**src/rtl/mc_ctrl.sv**
```systemverilog
// Multi-cycle MIPS control FSM: sequences the shared datapath over 2-5 states per
// instruction and stalls IF/MR/MW on the memory-ready handshake.
module mc_ctrl #(
  parameter int ST_W = 4
) (
  input  logic            clk,
  input  logic            rst,
  input  logic [5:0]      Opcode,
  input  logic            mem_ready,
  output logic            PCWrite,
  output logic            PCWriteCond,
  output logic            IorD,
  output logic            MemRead,
  output logic            MemWrite,
  output logic            IRWrite,
  output logic            MemtoReg,
  output logic            RegDst,
  output logic            RegWrite,
  output logic            ALUSrcA,
  output logic [1:0]      ALUSrcB,
  output logic [2:0]      ALUOp,
  output logic            ExtOp,
  output logic [1:0]      PCSource,
  output logic            instr_done,
  output logic            illegal,
  output logic [ST_W-1:0] state
);

  localparam logic [ST_W-1:0] S_IF  = ST_W'(0);
  localparam logic [ST_W-1:0] S_ID  = ST_W'(1);
  localparam logic [ST_W-1:0] S_MA  = ST_W'(2);
  localparam logic [ST_W-1:0] S_MR  = ST_W'(3);
  localparam logic [ST_W-1:0] S_MW  = ST_W'(4);
  localparam logic [ST_W-1:0] S_WBL = ST_W'(5);
  localparam logic [ST_W-1:0] S_EXR = ST_W'(6);
  localparam logic [ST_W-1:0] S_WBR = ST_W'(7);
  localparam logic [ST_W-1:0] S_EXI = ST_W'(8);
  localparam logic [ST_W-1:0] S_WBI = ST_W'(9);
  localparam logic [ST_W-1:0] S_BR  = ST_W'(10);
  localparam logic [ST_W-1:0] S_JMP = ST_W'(11);

  localparam logic [5:0] OP_R    = 6'b000000;
  localparam logic [5:0] OP_ADDI = 6'b001000;
  localparam logic [5:0] OP_ADDU = 6'b001001;
  localparam logic [5:0] OP_ORI  = 6'b001101;
  localparam logic [5:0] OP_LUI  = 6'b001111;
  localparam logic [5:0] OP_LW   = 6'b100011;
  localparam logic [5:0] OP_SW   = 6'b101011;
  localparam logic [5:0] OP_BEQ  = 6'b000100;
  localparam logic [5:0] OP_J    = 6'b000010;

  logic [ST_W-1:0] state_q, state_d;
  logic            illegal_q, illegal_d;

  always_ff @(posedge clk) begin
    if (rst) begin
      state_q   <= S_IF;
      illegal_q <= 1'b0;
    end else begin
      state_q   <= state_d;
      illegal_q <= illegal_d;
    end
  end

  always_comb begin
    state_d   = state_q;
    illegal_d = illegal_q;
    case (state_q)
      S_IF:  if (mem_ready) state_d = S_ID;
      S_ID: begin
        case (Opcode)
          OP_R:                              state_d = S_EXR;
          OP_ADDI, OP_ADDU, OP_ORI, OP_LUI:  state_d = S_EXI;
          OP_LW, OP_SW:                      state_d = S_MA;
          OP_BEQ:                            state_d = S_BR;
          OP_J:                              state_d = S_JMP;
          default: begin
            state_d   = S_IF;
            illegal_d = 1'b1;
          end
        endcase
      end
      S_MA:  state_d = (Opcode == OP_LW) ? S_MR : S_MW;
      S_MR:  if (mem_ready) state_d = S_WBL;
      S_MW:  if (mem_ready) state_d = S_IF;
      S_EXR: state_d = S_WBR;
      S_EXI: state_d = S_WBI;
      default: state_d = S_IF;
    endcase
  end

  // Moore decode; reset overrides everything so no enable leaks during rst.
  always_comb begin
    PCWrite     = 1'b0;
    PCWriteCond = 1'b0;
    IorD        = 1'b0;
    MemRead     = 1'b0;
    MemWrite    = 1'b0;
    IRWrite     = 1'b0;
    MemtoReg    = 1'b0;
    RegDst      = 1'b0;
    RegWrite    = 1'b0;
    ALUSrcA     = 1'b0;
    ALUSrcB     = 2'b00;
    ALUOp       = 3'b000;
    ExtOp       = 1'b0;
    PCSource    = 2'b00;
    instr_done  = 1'b0;
    if (!rst) begin
      case (state_q)
        S_IF: begin
          MemRead = 1'b1;
          ALUSrcB = 2'b01;
          ALUOp   = 3'b010;
          PCWrite = mem_ready;
          IRWrite = mem_ready;
        end
        S_ID: begin
          ALUSrcB = 2'b11;
          ALUOp   = 3'b010;
          ExtOp   = 1'b1;
        end
        S_MA: begin
          ALUSrcA = 1'b1;
          ALUSrcB = 2'b10;
          ALUOp   = 3'b010;
          ExtOp   = 1'b1;
        end
        S_MR: begin
          MemRead = 1'b1;
          IorD    = 1'b1;
        end
        S_MW: begin
          MemWrite   = 1'b1;
          IorD       = 1'b1;
          instr_done = mem_ready;
        end
        S_WBL: begin
          RegWrite   = 1'b1;
          MemtoReg   = 1'b1;
          instr_done = 1'b1;
        end
        S_EXR: ALUSrcA = 1'b1;
        S_WBR: begin
          RegWrite   = 1'b1;
          RegDst     = 1'b1;
          instr_done = 1'b1;
        end
        S_EXI: begin
          ALUSrcA = 1'b1;
          ALUSrcB = 2'b10;
          case (Opcode)
            OP_ORI:  ALUOp = 3'b001;
            OP_LUI:  ALUOp = 3'b100;
            default: begin
              ALUOp = 3'b010;
              ExtOp = 1'b1;
            end
          endcase
        end
        S_WBI: begin
          RegWrite   = 1'b1;
          instr_done = 1'b1;
        end
        S_BR: begin
          ALUSrcA     = 1'b1;
          ALUOp       = 3'b110;
          PCWriteCond = 1'b1;
          PCSource    = 2'b01;
          instr_done  = 1'b1;
        end
        S_JMP: begin
          PCWrite    = 1'b1;
          PCSource   = 2'b10;
          ALUOp      = 3'b111;
          instr_done = 1'b1;
        end
        default: ;
      endcase
    end
  end

  assign state   = rst ? '0 : state_q;
  assign illegal = illegal_q & ~rst;

endmodule

```
**config.mk**
```make
export PLATFORM = sky130hd
export DESIGN_NAME = mc_ctrl
export DESIGN_NICKNAME = d
export VERILOG_FILES = /design/src/rtl/mc_ctrl.sv
export SDC_FILE = /design/constraint.sdc
export NUM_CORES = 1
export LEC_CHECK = 0
export BUFFER_PORTS_ARGS = -buffer_cell sky130_fd_sc_hd__buf_4
export CAP_MARGIN = 20
export CORE_MARGIN = 2
export CORE_UTILIZATION = 42
export CTS_CLUSTER_DIAMETER = 150
export DETAILED_ROUTE_END_ITERATION = 6
export GPL_TIMING_DRIVEN = 0
export PLACE_DENSITY_LB_ADDON = 0.15
export SLEW_MARGIN = 10
export SYNTH_ARGS = -nofsm -noshare
export SYNTH_HDL_FRONTEND = slang
export SYNTH_SLANG_ARGS = --single-unit
```
**constraint.sdc**
```tcl
create_clock -name clk -period 1.5 [get_ports clk]
set_clock_uncertainty 0.1 [all_clocks]
set_input_delay 0.075 -clock clk [delete_from_list [all_inputs] [get_ports clk]]
set_output_delay 0.075 -clock clk [all_outputs]
set_load 0.02 [all_outputs]
```
==> metrics, run 1 <==
Int Power=0.386 mW; setup ws final=-0.308 ns; Synth Register Bits=5; Starting Density=0.439; Detailed Route WL=4910 um; gr ovfl total=0; Max VDD drop=0.532 mV; Site Rows=15; violated checks=negative setup slack; Hold Crit Class=input pin to flop; I/O Pins=33; clock network fraction of total power=0.278; Most Frequent Cell on Critical Path=buf_6; CP max stage delay=0.34 ns; Rel. slew slack=0.606; total number of vias=1305; Post-Syn Area per Cell=6.55 um^2; Syn Inst Count=113; Pins Over Slew Limit=0; GR Util All Layers=0.296; pin count of the biggest net entering global routing=11; Min-Delay Path Depth=3; CTS buffer count=3; run status=finished with violations; ANT cells=0; vias in the first global route=969; fin crit share=1.21; warnings from Yosys=0; clk buf depth=2; Die ar.=2120 um^2; drt drc=0; CP Capture Type=primary output; maximum operating frequency=553 MHz; Reg2Reg Depth=7; Reg clk slew, reported paths=0.06 ns; chip height=46.0 um; share of post-route cells with drive strength above 1=0.659; Seq/Total Area, Yosys=0.135; initial antenna violation count=0; Comb pwr share=0.498; most frequent cells in the layout=buf_4 (48), buf_6 (12), nand2_1 (9), nor2b_1 (6); Reg2Reg Setup Slack=-0.28 ns; Distinct cells, synth=42; most common cell after layout, fill and taps aside=buf_4; Hold-fix buffers, CTS=0; post-synthesis cell area=741 um^2; TritonCTS clock tree=built; switching power=0.255 mW; CTS sink cnt=5; root buf cell=clkbuf_4; first-pass GRT wire length=4560 um; Worst Hold Endpoint=illegal_q; switching share of power=0.398; reg2reg end=state_q[2]; core area=1690 um^2; Reg power frac=0.224; Pwr per Cell Area=396 nW/um^2; LEAKAGE=0.708 nW; Max Cap Viol=0; hold_ws=0.0380 ns; WS Path Type=flop to primary output; setup TNS=-4.25 ns; Finished Layout Cells=193; nets=186; worst skew pair latency=0.26 ns; area added between synthesis and finish=119%; Routed Antenna Nets=0; dpl hpwl=1700 um; post-DR vias/cell=6.76; Mapped Nets=122; Min-Delay Startpoint=Opcode[5]; endpoints failing hold=0; die width=46.0 um; Routability Congestion=0.870; H-tree levels=1; CP arrival=1.63 ns; placed insts=161; startpoint types=flop; Final Setup Violations=24; FF-to-FF Start=state_q[1]; drt first-iter violations=99; Crit-path slowest cell=dfxtp_2; CP Data Required Time=1.32 ns; drt wl/cell=25.4 um; unrepaired setup endpoints after global routing=yes; Critical Path, Cell by Cell=buf_8, buf_6, o21ai_2, o21ai_1, nor3_2, nor2b_4, buf_6; CP max FO=7; first drt pass iteration count=6; Least-Margin Pin Slew=0.590 ns; port bufs=31; post-layout min period=1.81 ns
-- synthesized netlist by cell type --
library cell  count  share of area
a2111o_1          1          0.015
a2111oi_0         1          0.012
a2111oi_2         1          0.020
a211o_1           1          0.012
a211oi_1          1          0.010
a21o_1            1          0.010
a21oi_1           7          0.047
a22oi_1           1          0.010
a2bb2oi_1         1          0.012
a31o_2            1          0.012
a31oi_1           1         0.0085
a32oi_1           2          0.024
a41oi_1           1          0.012
and2_1            3          0.025
and2b_1           1          0.010
and3_1            4          0.034
buf_1             3          0.015
buf_2             4          0.027
buf_6             1          0.015
clkbuf_1          2          0.010
dfxtp_1           5           0.14
inv_1             4          0.020
maj3_1            1          0.014
nand2_1          11          0.056
nand2b_1          4          0.034
nand3_1           2          0.014
nand4b_1          1          0.012
nor2_1            9          0.046
nor2b_1          11          0.093
nor3_1            9          0.061
nor4_1            2          0.017
nor4b_2           1          0.020
o2111ai_1         1          0.012
o21ai_0           6          0.041
o22a_1            1          0.012
o22ai_1           1         0.0085
o2bb2ai_1         1          0.012
o31ai_1           1          0.010
or2_2             1         0.0085
or4_1             1          0.010
or4b_1            1          0.014
xor2_1            1          0.012
-- state kept, by name, summed over array words and instances (netlist names) --
| register | flops |
|---|---|
| state_q | 4 |
| illegal_q | 1 |
-- timing repair --
item,4_1_cts,5_1_grt
gates resized for setup,47,32
endpoints found under the setup margin,23,23
pin swaps,18,14
cloned,2,1
buffers inserted,13,14
-- critical path: cells and delay by family, from the launching register on --
family / cells / cell delay (ns)
and+or+nand+nor: 2 / 0.50
buffers and inverters: 3 / 0.38
DFF: 1 / 0.34
AOI/OAI and AO/OA: 2 / 0.14
-- power by group through the flow --
stage / clock [mW] / sequential, mW / combinational (mW)
6_report: 0.178 / 0.143 / 0.319
5_1_grt: 0.184 / 0.144 / 0.326
4_1_cts: 0.152 / 0.141 / 0.241
3_5_place_dp: 0 / 0.146 / 0.201
3_3_place_gp: 0 / 0.146 / 0.199
2_1_floorplan: 0 / 0.145 / 0.132
-- stage by stage --
step	setup WS [ns]	total power [mW]	util	instance area, um^2
2_1_floorplan	-0.0680	0.277	-	800
3_3_place_gp	-0.208	0.344	0.624	1050
3_5_place_dp	-0.242	0.347	0.624	1050
4_1_cts	-0.209	0.534	0.804	1360
5_1_grt	-0.356	0.654	0.959	1620
6_report	-0.308	0.641	0.959	1620
-- cell type report --
cell class              count  area, um^2
plain buffers               9         106
well taps                  17        21.3
repair buffers             60         526
multi-input cells          94         812
inverters                   4        18.8
fillers                    35        68.8
clock buffers               4        26.3
flip-flops and latches      5         110
-- layer usage --
metal	wire length, um	part of all wire	GRT usage	vias up
li1	-	-	-	539
met1	1780	0.36	0.415	605
met2	2280	0.46	0.467	128
met3	581	0.12	0.0516	33
met4	274	0.056	0.0686	0
met5	0	0	0	-
-- cells by family after synthesis --
family,after synthesis,synth area share
buffers and inverters,14,0.0878
XOR/XNOR,1,0.0118
adder cells (fa/ha/maj),1,0.0135
AND/OR/NAND/NOR,61,0.453
flip-flops,5,0.135
AO/OA/AOI/OAI,31,0.299
-- worst max-delay path by stage --
stage | from | to
2_1_floorplan | state_q[1] | ALUSrcA
5_1_grt | state_q[3] | ExtOp
3_3_place_gp | state_q[3] | RegWrite
3_5_place_dp | state_q[3] | RegWrite
6_report | state_q[0] | ExtOp
4_1_cts | state_q[0] | ALUOp[0]
No activity file was read; power rests on OpenSTA's default activity.
==> inputs of run 2 (changes only) <==
RECOVER_POWER = 25   (was not set)
==> metrics, run 2 (synthesized netlist as in run 1, its figures left out) <==
FF-to-FF Start=state_q[1]; CP Capture Type=primary output; dpl hpwl=1700 um; Total Power=0.644 mW; Top reg by flops=state_q; endpoints failing hold=0; switching share of power=0.403; CTS sink cnt=5; CP max stage delay=0.37 ns; Starting Density=0.439; Filler Cells Inserted=37; setup ws final=-0.329 ns; fin crit share=1.22; CP max FO=9; Int Power=0.384 mW; drt first-iter violations=91; placed cell area=1050 um^2; root buf cell=clkbuf_4; Least-Margin Pin Slew=0.573 ns; Critical Path, Cell by Cell=buf_8, buf_8, o21ai_1, nor3_2, nor2b_4, buf_6; Hold-fix buffers, CTS=0; gr ovfl total=0; Min-Delay Startpoint=Opcode[5]; Finished Layout Cells=193; Pwr per Cell Area=398 nW/um^2; drt wl/cell=25.4 um; nets=186; post-DR vias/cell=6.99; Worst Setup SP=state_q[0]; area added between synthesis and finish=118%; total number of vias=1349; most frequent cells in the layout=buf_4 (47), buf_6 (12), nand2_1 (9), nor2b_1 (6); I/O Pins=33; Reg2Reg Depth=7; share of post-route cells with drive strength above 1=0.653; initial antenna violation count=0; Comb pwr share=0.494; hold_ws=0.0348 ns; Crit-path slowest cell=dfxtp_2; Hold Crit Class=input pin to flop; ANT cells=0; Largest regs=state_q x4, illegal_q x1; first-pass GRT wire length=4560 um; most common cell after layout, fill and taps aside=buf_4; CP Data Required Time=1.32 ns; Reg2Reg Setup Slack=-0.28 ns; post-layout min period=1.83 ns; Detailed Route WL=4900 um; pin count of the biggest net entering global routing=11; run status=finished with violations; Most Frequent Cell on Critical Path=buf_8; core area=1690 um^2; design area=1620 um^2; Max Cap Viol=0; first drt pass iteration count=7; WS Path Type=flop to primary output; clk buf depth=2; clock network fraction of total power=0.282; LEAKAGE=0.703 nW; TritonCTS clock tree=built; reg2reg end=state_q[2]; Site Rows=15; port bufs=31; unrepaired setup endpoints after global routing=yes; H-tree levels=1; violated checks=design-rule violations, negative setup slack; max reg flops=4; maximum operating frequency=547 MHz; CP arrival=1.65 ns; Routed Antenna Nets=0; CTS buffer count=3; Reg power frac=0.223; switching power=0.260 mW; setup TNS=-4.34 ns; Reg clk slew, reported paths=0.06 ns; CP endpoint=ExtOp; placed insts=161; worst skew pair latency=0.26 ns; startpoint types=flop; Max VDD drop=0.540 mV; Rel. slew slack=0.618; drt drc=1; vias in the first global route=969; die width=46.0 um; chip height=46.0 um; Routability Congestion=0.870; GR Util All Layers=0.296; Final Setup Violations=24; Die ar.=2120 um^2; Pins Over Slew Limit=0
-- run 2: worst max-delay path: cells and delay by family (launching register included) --
kind            cells  cell delay (ns)
buf+inv             3             0.40
compound gates      1             0.10
flops               1             0.37
simple gates        2             0.51
-- run 2: cell type report --
| cell class | instances | area (um^2) | share of cell area |
|---|---|---|---|
| Inverter | 4 | 18.8 | 0.0116 |
| Sequential cell | 5 | 110 | 0.0681 |
| Timing Repair Buffer | 60 | 522 | 0.323 |
| Clock buffer | 4 | 26.3 | 0.0163 |
| Tap cell | 17 | 21.3 | 0.0132 |
| Multi-Input combinational cell | 94 | 812 | 0.502 |
| Buffer | 9 | 106 | 0.0658 |
-- run 2: repair_timing --
action,in CTS,in global routing
pin swaps,18,14
hold endpoints to repair,0,0
setup endpoints to repair,23,23
resized for setup,47,32
cloned,2,1
setup buffers,13,14
-- run 2: power groups by stage --
stage	Clock (mW)	Sequential, mW	Combinational (mW)
5_1_grt	0.184	0.144	0.324
4_1_cts	0.152	0.141	0.241
2_1_floorplan	0	0.145	0.132
3_3_place_gp	0	0.146	0.199
6_report	0.182	0.144	0.318
3_5_place_dp	0	0.146	0.201
-- run 2: per-stage QoR --
step,utilization,setup WS (ns)
after floorplan,-,-0.0680
after global placement,0.624,-0.208
after detailed placement,0.624,-0.242
after CTS,0.804,-0.209
after global routing,0.957,-0.356
final,0.957,-0.329
-- run 2: worst min-delay path by stage --
| stage | end | cells past startpoint |
|---|---|---|
| final | illegal_q | 3 |
| after detailed placement | illegal_q | 3 |
| after global routing | illegal_q | 3 |
| after global placement | illegal_q | 3 |
| after CTS | illegal_q | 3 |
| after floorplan | state[0] | 1 |
-- run 2: metal layers --
layer,vias up,track usage,part of all wire
met5,-,0,0
met4,0,0.0686,0.057
met3,42,0.0516,0.12
met2,133,0.467,0.46
met1,635,0.415,0.36
li1,539,-,-
